## config.mk

```make
export PLATFORM = sky130hd
export DESIGN_NAME = direct_mapped_cache_flat
export DESIGN_NICKNAME = d
export VERILOG_FILES = /design/src/rtl/direct_mapped_cache_if.sv /design/src/rtl/direct_mapped_cache.sv /design/src/flat_wrapper.sv
export SDC_FILE = /design/constraint.sdc
export NUM_CORES = 1
export LEC_CHECK = 0
export BUFFER_PORTS_ARGS = -buffer_cell sky130_fd_sc_hd__buf_4
export CORE_UTILIZATION = 60
export CTS_CLUSTER_DIAMETER = 200
export DETAILED_ROUTE_END_ITERATION = 10
export PLACE_DENSITY_LB_ADDON = 0.3
export SLEW_MARGIN = 40
export SYNTH_ARGS = -nofsm -noshare
export SYNTH_HDL_FRONTEND = slang
export SYNTH_SLANG_ARGS = --single-unit
```

## constraint.sdc

```tcl
create_clock -name clk -period 4.5 [get_ports clk]
set_input_delay 0.45 -clock clk [delete_from_list [all_inputs] [get_ports clk]]
set_output_delay 0.45 -clock clk [all_outputs]
set_load 0.03 [all_outputs]
```

## src/rtl/direct_mapped_cache_if.sv

```systemverilog
// CPU-side and memory-side signal bundle for the direct-mapped cache.
// The slave modport is the cache's view; master is the view of the CPU/memory environment.
interface direct_mapped_cache_if #(
  parameter int unsigned DATA_W = 13,
  parameter int unsigned ADDR_W = 10
);
  logic              cpu_req;
  logic              cpu_we;
  logic [ADDR_W-1:0] cpu_addr;
  logic [DATA_W-1:0] cpu_wdata;
  logic [DATA_W-1:0] cpu_rdata;
  logic              cpu_done;
  logic              cpu_busy;
  logic              cpu_hit;
  logic              mem_req;
  logic              mem_we;
  logic [ADDR_W-1:0] mem_addr;
  logic [DATA_W-1:0] mem_wdata;
  logic [DATA_W-1:0] mem_rdata;
  logic              mem_ack;

  modport slave (
    input  cpu_req, cpu_we, cpu_addr, cpu_wdata, mem_rdata, mem_ack,
    output cpu_rdata, cpu_done, cpu_busy, cpu_hit, mem_req, mem_we, mem_addr, mem_wdata
  );

  modport master (
    output cpu_req, cpu_we, cpu_addr, cpu_wdata, mem_rdata, mem_ack,
    input  cpu_rdata, cpu_done, cpu_busy, cpu_hit, mem_req, mem_we, mem_addr, mem_wdata
  );
endinterface

```

## src/rtl/direct_mapped_cache.sv

```systemverilog
// Direct-mapped, write-through, no-write-allocate cache with a multi-word line refill.
// All outputs are registered; the data and tag arrays carry no reset.
module direct_mapped_cache #(
  parameter int unsigned DATA_W   = 13,
  parameter int unsigned INDEX_W  = 3,
  parameter int unsigned OFFSET_W = 2,
  parameter int unsigned ADDR_W   = 10
) (
  input logic                  clk,
  input logic                  reset,
  direct_mapped_cache_if.slave bus
);

  localparam int unsigned TAG_W = ADDR_W - INDEX_W - OFFSET_W;
  localparam int unsigned LINES = 1 << INDEX_W;
  localparam int unsigned WORDS = 1 << OFFSET_W;

  typedef enum logic [1:0] {IDLE, REFILL, WRITE_MEM, RESPOND} state_t;

  state_t state_q, state_d;

  logic [DATA_W-1:0] data_mem [LINES][WORDS];
  logic [TAG_W-1:0]  tag_mem  [LINES];
  logic [LINES-1:0]  valid_q, valid_d;

  logic [ADDR_W-1:0]   addr_q, addr_d;
  logic                hit_q, hit_d;
  logic [OFFSET_W-1:0] word_q, word_d;

  logic [DATA_W-1:0] rdata_q, rdata_d;
  logic              done_q, done_d;
  logic              busy_q, busy_d;
  logic              hit_out_q, hit_out_d;
  logic              mem_req_q, mem_req_d;
  logic              mem_we_q, mem_we_d;
  logic [ADDR_W-1:0] mem_addr_q, mem_addr_d;
  logic [DATA_W-1:0] mem_wdata_q, mem_wdata_d;

  logic                arr_we;
  logic [INDEX_W-1:0]  arr_idx;
  logic [OFFSET_W-1:0] arr_off;
  logic [DATA_W-1:0]   arr_wdata;
  logic                tag_we;

  logic [TAG_W-1:0]    req_tag, lat_tag;
  logic [INDEX_W-1:0]  req_idx, lat_idx;
  logic [OFFSET_W-1:0] req_off, lat_off;
  logic                lookup_hit;

  assign req_off = bus.cpu_addr[OFFSET_W-1:0];
  assign req_idx = bus.cpu_addr[OFFSET_W +: INDEX_W];
  assign req_tag = bus.cpu_addr[ADDR_W-1 -: TAG_W];
  assign lat_off = addr_q[OFFSET_W-1:0];
  assign lat_idx = addr_q[OFFSET_W +: INDEX_W];
  assign lat_tag = addr_q[ADDR_W-1 -: TAG_W];

  assign lookup_hit = valid_q[req_idx] && (tag_mem[req_idx] == req_tag);

  // Next-state, next-output and array write-port decode
  always_comb begin
    state_d     = state_q;
    valid_d     = valid_q;
    addr_d      = addr_q;
    hit_d       = hit_q;
    word_d      = word_q;
    rdata_d     = rdata_q;
    done_d      = 1'b0;
    hit_out_d   = hit_out_q;
    mem_req_d   = mem_req_q;
    mem_we_d    = mem_we_q;
    mem_addr_d  = mem_addr_q;
    mem_wdata_d = mem_wdata_q;
    arr_we      = 1'b0;
    arr_idx     = lat_idx;
    arr_off     = lat_off;
    arr_wdata   = bus.mem_rdata;
    tag_we      = 1'b0;

    unique case (state_q)
      IDLE: begin
        if (bus.cpu_req) begin
          addr_d = bus.cpu_addr;
          hit_d  = lookup_hit;
          if (bus.cpu_we) begin
            state_d     = WRITE_MEM;
            mem_req_d   = 1'b1;
            mem_we_d    = 1'b1;
            mem_addr_d  = bus.cpu_addr;
            mem_wdata_d = bus.cpu_wdata;
            // Write-through: update the cached copy only when the line is present
            if (lookup_hit) begin
              arr_we    = 1'b1;
              arr_idx   = req_idx;
              arr_off   = req_off;
              arr_wdata = bus.cpu_wdata;
            end
          end else if (lookup_hit) begin
            state_d = RESPOND;
          end else begin
            state_d          = REFILL;
            word_d           = '0;
            valid_d[req_idx] = 1'b0;
            mem_req_d        = 1'b1;
            mem_we_d         = 1'b0;
            mem_addr_d       = {req_tag, req_idx, OFFSET_W'(0)};
          end
        end
      end

      REFILL: begin
        if (mem_req_q) begin
          if (bus.mem_ack) begin
            arr_we    = 1'b1;
            arr_off   = word_q;
            mem_req_d = 1'b0;
            if (word_q == OFFSET_W'(WORDS - 1)) begin
              tag_we           = 1'b1;
              valid_d[lat_idx] = 1'b1;
              state_d          = RESPOND;
            end else begin
              word_d = word_q + OFFSET_W'(1);
            end
          end
        end else begin
          // One idle cycle between words before the next fetch
          mem_req_d  = 1'b1;
          mem_addr_d = {lat_tag, lat_idx, word_q};
        end
      end

      WRITE_MEM: begin
        if (bus.mem_ack) begin
          mem_req_d = 1'b0;
          mem_we_d  = 1'b0;
          state_d   = RESPOND;
        end
      end

      RESPOND: begin
        done_d    = 1'b1;
        hit_out_d = hit_q;
        rdata_d   = data_mem[lat_idx][lat_off];
        state_d   = IDLE;
      end

      default: state_d = IDLE;
    endcase

    busy_d = (state_d != IDLE);
  end

  // Control state and registered outputs
  always_ff @(posedge clk) begin
    if (reset) begin
      state_q     <= IDLE;
      valid_q     <= '0;
      addr_q      <= '0;
      hit_q       <= 1'b0;
      word_q      <= '0;
      rdata_q     <= '0;
      done_q      <= 1'b0;
      busy_q      <= 1'b0;
      hit_out_q   <= 1'b0;
      mem_req_q   <= 1'b0;
      mem_we_q    <= 1'b0;
      mem_addr_q  <= '0;
      mem_wdata_q <= '0;
    end else begin
      state_q     <= state_d;
      valid_q     <= valid_d;
      addr_q      <= addr_d;
      hit_q       <= hit_d;
      word_q      <= word_d;
      rdata_q     <= rdata_d;
      done_q      <= done_d;
      busy_q      <= busy_d;
      hit_out_q   <= hit_out_d;
      mem_req_q   <= mem_req_d;
      mem_we_q    <= mem_we_d;
      mem_addr_q  <= mem_addr_d;
      mem_wdata_q <= mem_wdata_d;
    end
  end

  // Data and tag storage
  always_ff @(posedge clk) begin
    if (arr_we && !reset) begin
      data_mem[arr_idx][arr_off] <= arr_wdata;
    end
    if (tag_we && !reset) begin
      tag_mem[lat_idx] <= lat_tag;
    end
  end

  assign bus.cpu_rdata = rdata_q;
  assign bus.cpu_done  = done_q;
  assign bus.cpu_busy  = busy_q;
  assign bus.cpu_hit   = hit_out_q;
  assign bus.mem_req   = mem_req_q;
  assign bus.mem_we    = mem_we_q;
  assign bus.mem_addr  = mem_addr_q;
  assign bus.mem_wdata = mem_wdata_q;

endmodule

```

## src/flat_wrapper.sv

```systemverilog
// flat-port wrapper written by rule: the top's interface ports become plain ports
module direct_mapped_cache_flat 
#(
  parameter int unsigned DATA_W   = 13,
  parameter int unsigned INDEX_W  = 3,
  parameter int unsigned OFFSET_W = 2,
  parameter int unsigned ADDR_W   = 10
)
  (clk, reset, bus_cpu_req, bus_cpu_we, bus_cpu_addr, bus_cpu_wdata, bus_mem_rdata, bus_mem_ack, bus_cpu_rdata, bus_cpu_done, bus_cpu_busy, bus_cpu_hit, bus_mem_req, bus_mem_we, bus_mem_addr, bus_mem_wdata);
  direct_mapped_cache_if #(.DATA_W(DATA_W), .ADDR_W(ADDR_W)) bus_i ();
  input logic clk;
  input logic reset;
  input wire logic [$bits(bus_i.cpu_req)-1:0] bus_cpu_req;
  input wire logic [$bits(bus_i.cpu_we)-1:0] bus_cpu_we;
  input wire logic [$bits(bus_i.cpu_addr)-1:0] bus_cpu_addr;
  input wire logic [$bits(bus_i.cpu_wdata)-1:0] bus_cpu_wdata;
  input wire logic [$bits(bus_i.mem_rdata)-1:0] bus_mem_rdata;
  input wire logic [$bits(bus_i.mem_ack)-1:0] bus_mem_ack;
  output wire logic [$bits(bus_i.cpu_rdata)-1:0] bus_cpu_rdata;
  output wire logic [$bits(bus_i.cpu_done)-1:0] bus_cpu_done;
  output wire logic [$bits(bus_i.cpu_busy)-1:0] bus_cpu_busy;
  output wire logic [$bits(bus_i.cpu_hit)-1:0] bus_cpu_hit;
  output wire logic [$bits(bus_i.mem_req)-1:0] bus_mem_req;
  output wire logic [$bits(bus_i.mem_we)-1:0] bus_mem_we;
  output wire logic [$bits(bus_i.mem_addr)-1:0] bus_mem_addr;
  output wire logic [$bits(bus_i.mem_wdata)-1:0] bus_mem_wdata;
  assign bus_i.cpu_req = bus_cpu_req;
  assign bus_i.cpu_we = bus_cpu_we;
  assign bus_i.cpu_addr = bus_cpu_addr;
  assign bus_i.cpu_wdata = bus_cpu_wdata;
  assign bus_i.mem_rdata = bus_mem_rdata;
  assign bus_i.mem_ack = bus_mem_ack;
  assign bus_cpu_rdata = bus_i.cpu_rdata;
  assign bus_cpu_done = bus_i.cpu_done;
  assign bus_cpu_busy = bus_i.cpu_busy;
  assign bus_cpu_hit = bus_i.cpu_hit;
  assign bus_mem_req = bus_i.mem_req;
  assign bus_mem_we = bus_i.mem_we;
  assign bus_mem_addr = bus_i.mem_addr;
  assign bus_mem_wdata = bus_i.mem_wdata;
  direct_mapped_cache #(.DATA_W(DATA_W), .INDEX_W(INDEX_W), .OFFSET_W(OFFSET_W), .ADDR_W(ADDR_W)) u_core (.clk(clk), .reset(reset), .bus(bus_i));
endmodule
```

==> out/summary.txt <==
Final Wtd Congestion: 0.937
Syn Inst Count: 1157
ratio of cells with drive above 1 in the final layout: 27.5%
Setup crit end kind: flop
ys flop type: edfxtp_1
Worst R2R Path Depth: 9
multi-input logic area: 0.00536 mm^2
Top cell by count, worst path: buf_4
crit share post-route: 77.8%
CP max stage cell: nor2_2
Sequential cell area: 0.0150 mm^2
dpl cells: 1678
fill count: 2125
Via Count: 11.6k
drt wl/cell: 27.8 um
Area Overhead vs Synth: 14.5%
synth warn: 0
Finished Layout Cells: 1770
initial antenna violation count: 0
Max Slew Vio Count: 0
CTS tree: yes
Finish-stage setup viols: 0
Die H: 188 um
largest cells by area after synthesis: edfxtp_1, mux4_2, dfxtp_1
CP Class: primary input to flop
post-synth net total: 1199
RSZ-0062 raised after global routing: false
Hold WC Path Type: primary input to flop
crit-path max cell delay: 0.62 ns
Max-cap violations: 0
Pleak: 7.73 nW
status: finished clean
first-pass GRT wire length: 73.3 mm
Skew-Pair Late Insertion Delay: 0.57 ns
CP Launch Type: primary input
Syn Std Cell Area: 0.0207 mm^2
most frequent cells in the layout: edfxtp_1, buf_4, nand2_1
Top Ports: 82
DP HPWL: 30.8 mm
synthesis-stage register bit count: 523
part of the Yosys area used for sequential elements: 72.6%
CTS root buffer: clkbuf_16
htree depth: 2
worst reg2reg setup slack: 1.09 ns
DRC: 0
DR pass1 iterations: 6
Tightest Pin Transition: 0.837 ns
largest net degree at the start of global routing: 79
GRT overflow: 0
Critical Path RT: 4.69 ns
Total Routing Usage GR: 28.6%
CTS clk-pin slew, worst paths: 0.06 ns
post-synth top area share: 66.2%
CP Buf/Inv Count: 2
row count: 67
Worst Skew: 0.0303 ns
setup bufs post-CTS: 0
total routed wirelength: 49.1 mm
TritonCTS buffer count: 51
Final Hold Fails: 0
synthesized area per cell: 17.9 um^2
initial drt markers: 1406
Post-synth EDFFs: 456
Die Wd: 188 um
Worst EP arrival: 3.69 ns
core area: 0.0337 mm^2
CP top delay family: simple AND/OR/NAND/NOR gates
PD cells: 430 mW/mm^2
PostCTS Resize Cnt: 0
Initial Util: 61.4%
commonest non-fill, non-tap cell in the layout: edfxtp_1
ys async rst share: 0%
vias per cell: 6.54
FMAX: 0.286 GHz
post-synth cell types: 64
critical-path cell list: buf_4 -> mux2i_1 -> o22ai_1 -> or3_1 -> and2_1 -> nor4b_2 -> buf_4 -> a211o_2 -> a211o_1 -> nor2_2
worst-path fanout max: 39
post-route ant nets: 0
# diodes: 0
area leader, netlist: edfxtp_1
Crit path depth: 10
Max-slew headroom: 44.2%
setup TNS: 0 ns
clk buf depth: 3
Port-buffer cells: 81
minimum clock period: 3.50 ns
vias in the first global route: 11.4k
peak supply drop: 356 uV
hold depth: 3
die footprint: 0.0352 mm^2
Hold-fix buffers, CTS: 0
nets: 1325
clock sink total: 523
-- synthesized netlist by cell type (3+ instances only) --
cell type	count
a21oi_1	40
nand4b_1	11
a31oi_1	4
and2_1	5
edfxtp_1	456
mux4_2	130
a211oi_1	5
and4_1	4
nand4_1	4
nor2b_1	4
o21ai_0	13
o31ai_1	10
dfxtp_1	67
nor3b_1	3
buf_2	7
inv_1	8
and3_1	5
nand3_1	6
nor2_1	68
clkbuf_1	47
buf_1	12
nor3_1	8
nand2b_1	7
buf_6	3
a311oi_1	16
or3_1	4
nand2_1	134
mux2i_1	24
o22ai_1	9
-- stage by stage --
| stage | power, mW | hold slack [ns] | setup WS, ns | instance area, um^2 | utilization [%] |
|---|---|---|---|---|---|
| final | 10.2 | 0.153 | 0.997 | 23700 | 70.3 |
| after global routing | 10.5 | 0.148 | 0.778 | 23700 | 70.3 |
| after CTS | 10.2 | 0.135 | 1.07 | 23700 | 70.3 |
| after detailed placement | 6.19 | 0.449 | 0.496 | 22100 | 65.5 |
| after global placement | 6.18 | 0.443 | 0.342 | 22100 | 65.5 |
| after floorplan | 5.91 | 0.436 | 1.05 | 20700 | - |
-- worst reg2reg max path, stage by stage, from the launching register on --
cell	delay [ns]
edfxtp_1	0.36
mux2i_1	0.16
o22ai_1	0.13
or3_1	0.40
and2_1	0.21
nor4b_2	0.18
buf_4	0.18
a211o_2	0.34
a211o_1	0.48
nor2_2	0.62
-- power by group --
group	internal, mW	switching (mW)
registers	5.30	0.0642
clock network	2.38	1.72
logic	0.296	0.437
-- layout make-up --
cell class | instances | area share (%)
flip-flops and latches | 523 | 63.5
repair buffers | 143 | 4.63
inverters | 9 | 0.143
multi-input cells | 555 | 22.6
clock buffers | 65 | 5.65
well taps | 448 | 2.36
clock inverters | 27 | 1.11
-- cell families (layout without fill, tap and decap cells) --
logic type | after synthesis | in the layout | synth area share [%]
simple gates | 277 | 277 | 6.27
mux | 154 | 154 | 15.3
fa+ha+maj | 1 | 1 | 0.0604
compound gates | 123 | 123 | 4.13
buf+inv | 79 | 244 | 1.60
flops | 523 | 523 | 72.6
-- per-layer routing --
metal  track usage, %  routed length, um
met1             40.8              19400
met2             45.6              23600
met3             5.18               4800
met4             8.76               1350
met5                0                  0
-- sequential cells by signal, summed over array words and instances (netlist names), named ones only --
name and count:
u_core.bus.mem_we 1, u_core.hit_q 1, u_core.bus.cpu_busy 1, u_core.state_q 2, u_core.valid_q 8, u_core.bus.cpu_done 1
u_core.bus.cpu_rdata 13, u_core.tag_mem 40, u_core.bus.cpu_hit 1, u_core.bus.mem_addr 10, u_core.bus.mem_req 1, u_core.data_mem 416
u_core.addr_q 10, u_core.word_q 2, u_core.bus.mem_wdata 13
-- final timing paths --
path / startpoint / end
max: bus_cpu_addr[2] / u_core.data_mem[2][36]
min: bus_cpu_addr[7] / u_core.addr_q[7]
max reg2reg: u_core.tag_mem[5][2] / u_core.data_mem[2][36]
min reg2reg: u_core.hit_q / u_core.hit_q
Power figures use the tool's default switching activity.
